`src/rtl/serial_add_seq.sv`:
```
// ---------------------------------------------------------------------------
// serial_add_seq
//
// Bit-serial addition sequencer wrapped around an external full_adder stage.
// Two WIDTH-bit operands and a carry-in are captured on an accepted start.
// One bit pair per cycle, LSB first, is presented to the full adder together
// with the registered carry. The returned sum bit is shifted into a result
// register and the returned carry is fed back for the next bit. After WIDTH
// bits the full sum and carry-out are published and done pulses for one cycle.
//
// Ports
//   clk       in   1      rising-edge clock
//   rst_n     in   1      asynchronous active-low reset
//   start     in   1      request, sampled only in IDLE
//   op_a      in   WIDTH  operand A, captured on accepted start
//   op_b      in   WIDTH  operand B, captured on accepted start
//   cin       in   1      carry-in, captured on accepted start
//   fa_a      out  1      current bit of A to the full adder (0 outside RUN)
//   fa_b      out  1      current bit of B to the full adder (0 outside RUN)
//   fa_c      out  1      carry register to the full adder (0 outside RUN)
//   fa_sum    in   1      full adder sum, combinational from fa_a/fa_b/fa_c
//   fa_carry  in   1      full adder carry, combinational from fa_a/fa_b/fa_c
//   busy      out  1      high while bits are being processed
//   done      out  1      one-cycle completion pulse
//   sum       out  WIDTH  result, held until overwritten by the next completion
//   cout      out  1      final carry, held like sum
// ---------------------------------------------------------------------------
module serial_add_seq #(
    parameter int WIDTH = 8
) (
    input  logic             clk,
    input  logic             rst_n,
    input  logic             start,
    input  logic [WIDTH-1:0] op_a,
    input  logic [WIDTH-1:0] op_b,
    input  logic             cin,
    output logic             fa_a,
    output logic             fa_b,
    output logic             fa_c,
    input  logic             fa_sum,
    input  logic             fa_carry,
    output logic             busy,
    output logic             done,
    output logic [WIDTH-1:0] sum,
    output logic             cout
);

    localparam int CW = $clog2(WIDTH + 1);
    localparam logic [CW-1:0] LAST_BIT = CW'(WIDTH - 1);

    typedef enum logic [1:0] {
        IDLE = 2'd0,
        RUN  = 2'd1,
        DONE = 2'd2
    } state_t;

    state_t           state_reg, state_next;
    logic [WIDTH-1:0] a_reg, a_next;
    logic [WIDTH-1:0] b_reg, b_next;
    logic [WIDTH-1:0] result_reg, result_next;
    logic [WIDTH-1:0] sum_reg, sum_next;
    logic             carry_reg, carry_next;
    logic             cout_reg, cout_next;
    logic [CW-1:0]    cnt_reg, cnt_next;

    // State and datapath registers
    always_ff @(posedge clk or negedge rst_n) begin
        if (!rst_n) begin
            state_reg  <= IDLE;
            a_reg      <= '0;
            b_reg      <= '0;
            result_reg <= '0;
            sum_reg    <= '0;
            carry_reg  <= 1'b0;
            cout_reg   <= 1'b0;
            cnt_reg    <= '0;
        end else begin
            state_reg  <= state_next;
            a_reg      <= a_next;
            b_reg      <= b_next;
            result_reg <= result_next;
            sum_reg    <= sum_next;
            carry_reg  <= carry_next;
            cout_reg   <= cout_next;
            cnt_reg    <= cnt_next;
        end
    end

    // Next-state and datapath update
    always_comb begin
        state_next  = state_reg;
        a_next      = a_reg;
        b_next      = b_reg;
        result_next = result_reg;
        sum_next    = sum_reg;
        carry_next  = carry_reg;
        cout_next   = cout_reg;
        cnt_next    = cnt_reg;

        case (state_reg)
            IDLE: begin
                if (start) begin
                    a_next      = op_a;
                    b_next      = op_b;
                    carry_next  = cin;
                    result_next = '0;
                    cnt_next    = '0;
                    state_next  = RUN;
                end
            end
            RUN: begin
                a_next      = a_reg >> 1;
                b_next      = b_reg >> 1;
                carry_next  = fa_carry;
                result_next = {fa_sum, result_reg[WIDTH-1:1]};
                cnt_next    = cnt_reg + CW'(1);
                if (cnt_reg == LAST_BIT) begin
                    // Publish only on the final bit so partial results never
                    // appear on sum.
                    sum_next   = {fa_sum, result_reg[WIDTH-1:1]};
                    cout_next  = fa_carry;
                    state_next = DONE;
                end
            end
            DONE: begin
                state_next = IDLE;
            end
            default: begin
                state_next = IDLE;
            end
        endcase
    end

    assign busy = (state_reg == RUN);
    assign done = (state_reg == DONE);
    assign fa_a = busy & a_reg[0];
    assign fa_b = busy & b_reg[0];
    assign fa_c = busy & carry_reg;
    assign sum  = sum_reg;
    assign cout = cout_reg;

endmodule
```
`config.mk`:
```
export PLATFORM = sky130hd
export DESIGN_NAME = serial_add_seq
export DESIGN_NICKNAME = d
export VERILOG_FILES = /design/src/rtl/serial_add_seq.sv
export SDC_FILE = /design/constraint.sdc
export NUM_CORES = 1
export LEC_CHECK = 0
export BUFFER_PORTS_ARGS = -buffer_cell sky130_fd_sc_hd__buf_2
export CAP_MARGIN = 30
export CORE_MARGIN = 2
export CORE_UTILIZATION = 53
export CTS_CLUSTER_DIAMETER = 50
export DETAILED_ROUTE_END_ITERATION = 8
export HOLD_SLACK_MARGIN = 0.12
export PLACE_DENSITY = 0.81
export SETUP_SLACK_MARGIN = 0.4
export SYNTH_ARGS = -nofsm -noshare
export SYNTH_HDL_FRONTEND = slang
export SYNTH_SLANG_ARGS = --single-unit
```
`constraint.sdc`:
```
create_clock -name clk -period 1.87 [get_ports clk]
set_input_delay 0 -clock clk [delete_from_list [all_inputs] [get_ports clk]]
set_output_delay 0 -clock clk [all_outputs]
set_load 0.01 [all_outputs]
```
==> metrics.md <==
| Metric | Value |
|---|---|
| Status | `finished, final reports clean` |
| Largest family of logic cells by synthesized area | `compound AO/OA/AOI/OAI gates` |
| Sw frac | `between 30 and 40%` |
| Worst reg2reg startpoint | `state_reg[1]` |
| Crit path DAT | `~1.7 ns` |
| Worst r2r path cells | `5` |
| Xor/xnor share of the synthesized area | `0%` |
| Clk sink count | `39` |
| Min Tclk post-route | `~1.5 ns` |
| Final Hold Vio Count | `0` |
| RSZ-0062 raised after global routing | `true` |
| CTS tree | `yes` |
| Highest Signal Layer | `met4` |
| RePlAce Congestion | `0.7376` |
| Least-Margin Pin Slew | `around 0.84 ns` |
| Compound-gate portion of the synthesized area | `between 20 and 25%` |
| Gr ovfl total | `0` |
| LEAKAGE | `1.067 nW` |
| Max Slew Vio Count | `0` |
| Area share of the largest cell type after synthesis | `between 50% and 60%` |
| Crit Path Class | `reg -> reg` |
| Mapped Area | `1744 um^2` |
| Core area | `3103 um^2` |
| Netlist cell types | `22` |
| Synth Area in Adders | `less than 1%` |
| Initial antenna violation count | `0` |
| Final TNS setup | `0 ns` |
| Max cap viols | `0` |
| Sequential share of the synthesized area | `between 50 and 60%` |
| Pwr Total | `3.372 mW` |
| WHS Path Cells | `4` |
| CTS buffer count | `5` |
| Tot GR Track Use | `between 20 and 25%` |
| Met2 WL | `1839 um` |
| I/O pin cnt | `36` |
| Commonest non-fill, non-tap cell in the layout | `dfrtp_1` |
| Longest Clk Path Bufs | `2` |
| Clock power frac | `11.2%` |
| Met1 Wirelength | `1695 um` |
| Clock transition at the registers of the reported paths | `between 0.1 and 0.15 ns` |
| Starting DRT DRC Count | `~100` |
| Mapped Nets | `180` |
| CP delay by family, top | `flip-flops` |
| Critical R2R Capture | `sum[5]` |
| Simple-Gate Fraction of Synth Area | `about an eighth` |
| Vias per inst | `5.513` |
| Placed cells | `231` |
| Synth-to-layout area growth | `32.64%` |
| Starting density of the core | `approximately 56%` |
| Leading cell types in the layout, fill and taps excluded | `dfrtp_1 (39), buf_2 (35), dlygate4sd3_1 (20), a21oi_1 (18), o21ai_0 (18)` |
| Routed WL | `3822 um` |
| # diodes | `0` |
| Final setup viols | `0` |
| CP max stage cell | `dfrtp_1` |
| Nets | `roughly 240` |
| Area post-placement | `just under 2000 um^2` |
| Post-DRT Antenna Nets | `0` |
| Average size of a mapped cell | `between 10 and 15 um^2` |
| Post-Synthesis Cells | `~160` |
| Reg2Reg Setup Slack | `around 0.4 ns` |
| HPWL Detailed | `around 2300 um` |
| Share of cells above drive strength 1 | `between 30% and 40%` |
| Critical-path cell list | `nand2b_4 > buf_12 > nor3_4 > buf_12 > mux2_2` |
| Worst path bufs/invs | `2` |
| First-pass GRT wire length | `roughly 6000 um` |
| Power density over the cells | `roughly 1500 nW/um^2` |
| Post-synthesis mux area share | `under 10%` |
| Clk_skew | `roughly 0.012 ns` |
| Final Cell Area | `between 2000 and 2500 um^2` |
| Met3 Routed Length | `205 um` |
| Critical Path End Type | `flip-flop` |
| Drt drc | `0` |
| Syn. warnings | `0` |
| Total die area | `roughly 3800 um^2` |
| Largest net degree at the start of global routing | `40` |
| Routed vias | `between 1000 and 1500` |
| Wire per inst | `14.53 um` |
| IO Port Bufs | `35` |
| F_max | `between 600 and 700 MHz` |
| Slew headroom | `43.85%` |
| Logic gate share of total power | `a little under half` |
| Max IR drop VDD | `approximately 0.85 mV` |
| Hold_sp | `start` |
| Root Buffer | `clkbuf_4` |
| FFs w/ async S/R, synth | `100.0%` |
| Sequential power share | `42.4%` |
| Crit-path max FO | `10` |
| Die Y | `between 60 and 70 um` |
| Worst-Skew Late Latency | `around 0.33 ns` |
| Yosys top cell by area | `dfrtp_1` |
| Worst hold path type | `in -> reg` |
| CTS H-tree lvls | `2` |
| Top cell by count, worst path | `buf_12` |
| Internal cell power | `2.144 mW` |
| CP max stage delay | `slightly above 0.4 ns` |
| DIE WIDTH | `approximately 61 um` |
| Net Sw Power | `1.228 mW` |
| Synthesis-stage register bit count | `39` |
| CP Data Required Time | `2.09 ns` |
| Worst Hold End | `b_reg[6]` |
| Non-Filler Instances | `roughly 260` |
| Post-synth EDFFs | `0` |
| Iteration count of the initial detailed-routing pass | `4` |
| Synth Flop Type | `dfrtp_1` |
| Final Cycle Share | `between 70 and 80%` |
| Dominant cells by area after synthesis | `dfrtp_1 (56%), a22oi_1 (6.5%), mux2_2 (6.5%)` |
| Startpoint types | `flip-flop` |
| Fill cell total of the finished layout | `216` |
| Std cell rows | `20` |
| Vias in the first global route | `1392` |
| Layout Utilization | `between 70% and 80%` |
==> kinds of logic (layout without fill, tap and decap cells) <==
family / Yosys count / after routing
buf+inv: 11 / 73
simple gates: 35 / 35
flops: 39 / 39
mux: 10 / 10
compound gates: 61 / 61
fa+ha+maj: 1 / 1
==> final cells by class <==
class / instances / area [um^2] / share of cell area, %
well taps: 44 / 55.05 / 2.380
multi-input cells: 107 / 730.7 / 31.58
clock buffers: 6 / 41.29 / 1.785
repair buffers: 66 / 499.2 / 21.58
flip-flops and latches: 39 / 975.9 / 42.18
inverters: 1 / 11.26 / 0.4867
==> cell usage after synthesis, types with 2 or more instances <==
cell type   n
a21oi_1    18
a22o_1      9
a22oi_1    15
and2_1      3
buf_2       2
clkbuf_1    6
dfrtp_1    39
mux2_2     10
nand2_1     5
nand3_1     3
nor2_1      2
nor2b_1    18
o21ai_0    18
==> worst min-delay path: stages <==
cell and delay (ns):
buf_2 0.22, nor2b_1 0.14, a21oi_1 0.04, o21ai_0 0.13
==> power by group through the flow <==
| stage | clock, mW | sequential (mW) | combinational [mW] |
|---|---|---|---|
| finish | 0.378 | 1.43 | 1.56 |
| global route | 0.422 | 1.47 | 1.72 |
| CTS | 0.397 | 1.43 | 1.47 |
| detailed placement | 0 | 1.45 | 1.29 |
| global placement | 0 | 1.43 | 1.23 |
| floorplan | 0 | 1.44 | 0.856 |
==> how the worst max path moves through the flow <==
stage | start | cells past startpoint | end
floorplan | cnt_reg[0] | 4 | cout
global placement | cnt_reg[0] | 4 | sum[1]
detailed placement | cnt_reg[0] | 4 | sum[5]
CTS | state_reg[0] | 5 | fa_b
global route | cnt_reg[1] | 5 | sum[5]
finish | state_reg[1] | 5 | sum[5]
==> per-layer routing <==
metal | vias to the layer above | GRT usage, %
li1 | 695 | -
met1 | 687 | 29.05
met2 | 58 | 35.71
met3 | 10 | 4.412
met4 | 0 | 9.119
met5 | - | 0
==> timing repair <==
item	in CTS	in global routing
endpoints found under the setup margin	20	17
buffers inserted	4	2
pin swaps	1	0
gates resized for setup	5	5
endpoints found under the hold margin	59	0
hold buffers	20	0
==> through the flow <==
| step | worst slack, ns | hold slack (ns) |
|---|---|---|
| 6_report | 0.4055 | 0.2316 |
| 5_1_grt | 0.3415 | 0.2455 |
| 4_1_cts | 0.4103 | 0.2114 |
| 3_5_place_dp | 0.2435 | 0.1556 |
| 3_3_place_gp | 0.3593 | 0.1342 |
| 2_1_floorplan | 0.4563 | -0.2956 |
(Power assumes the default switching activity.)
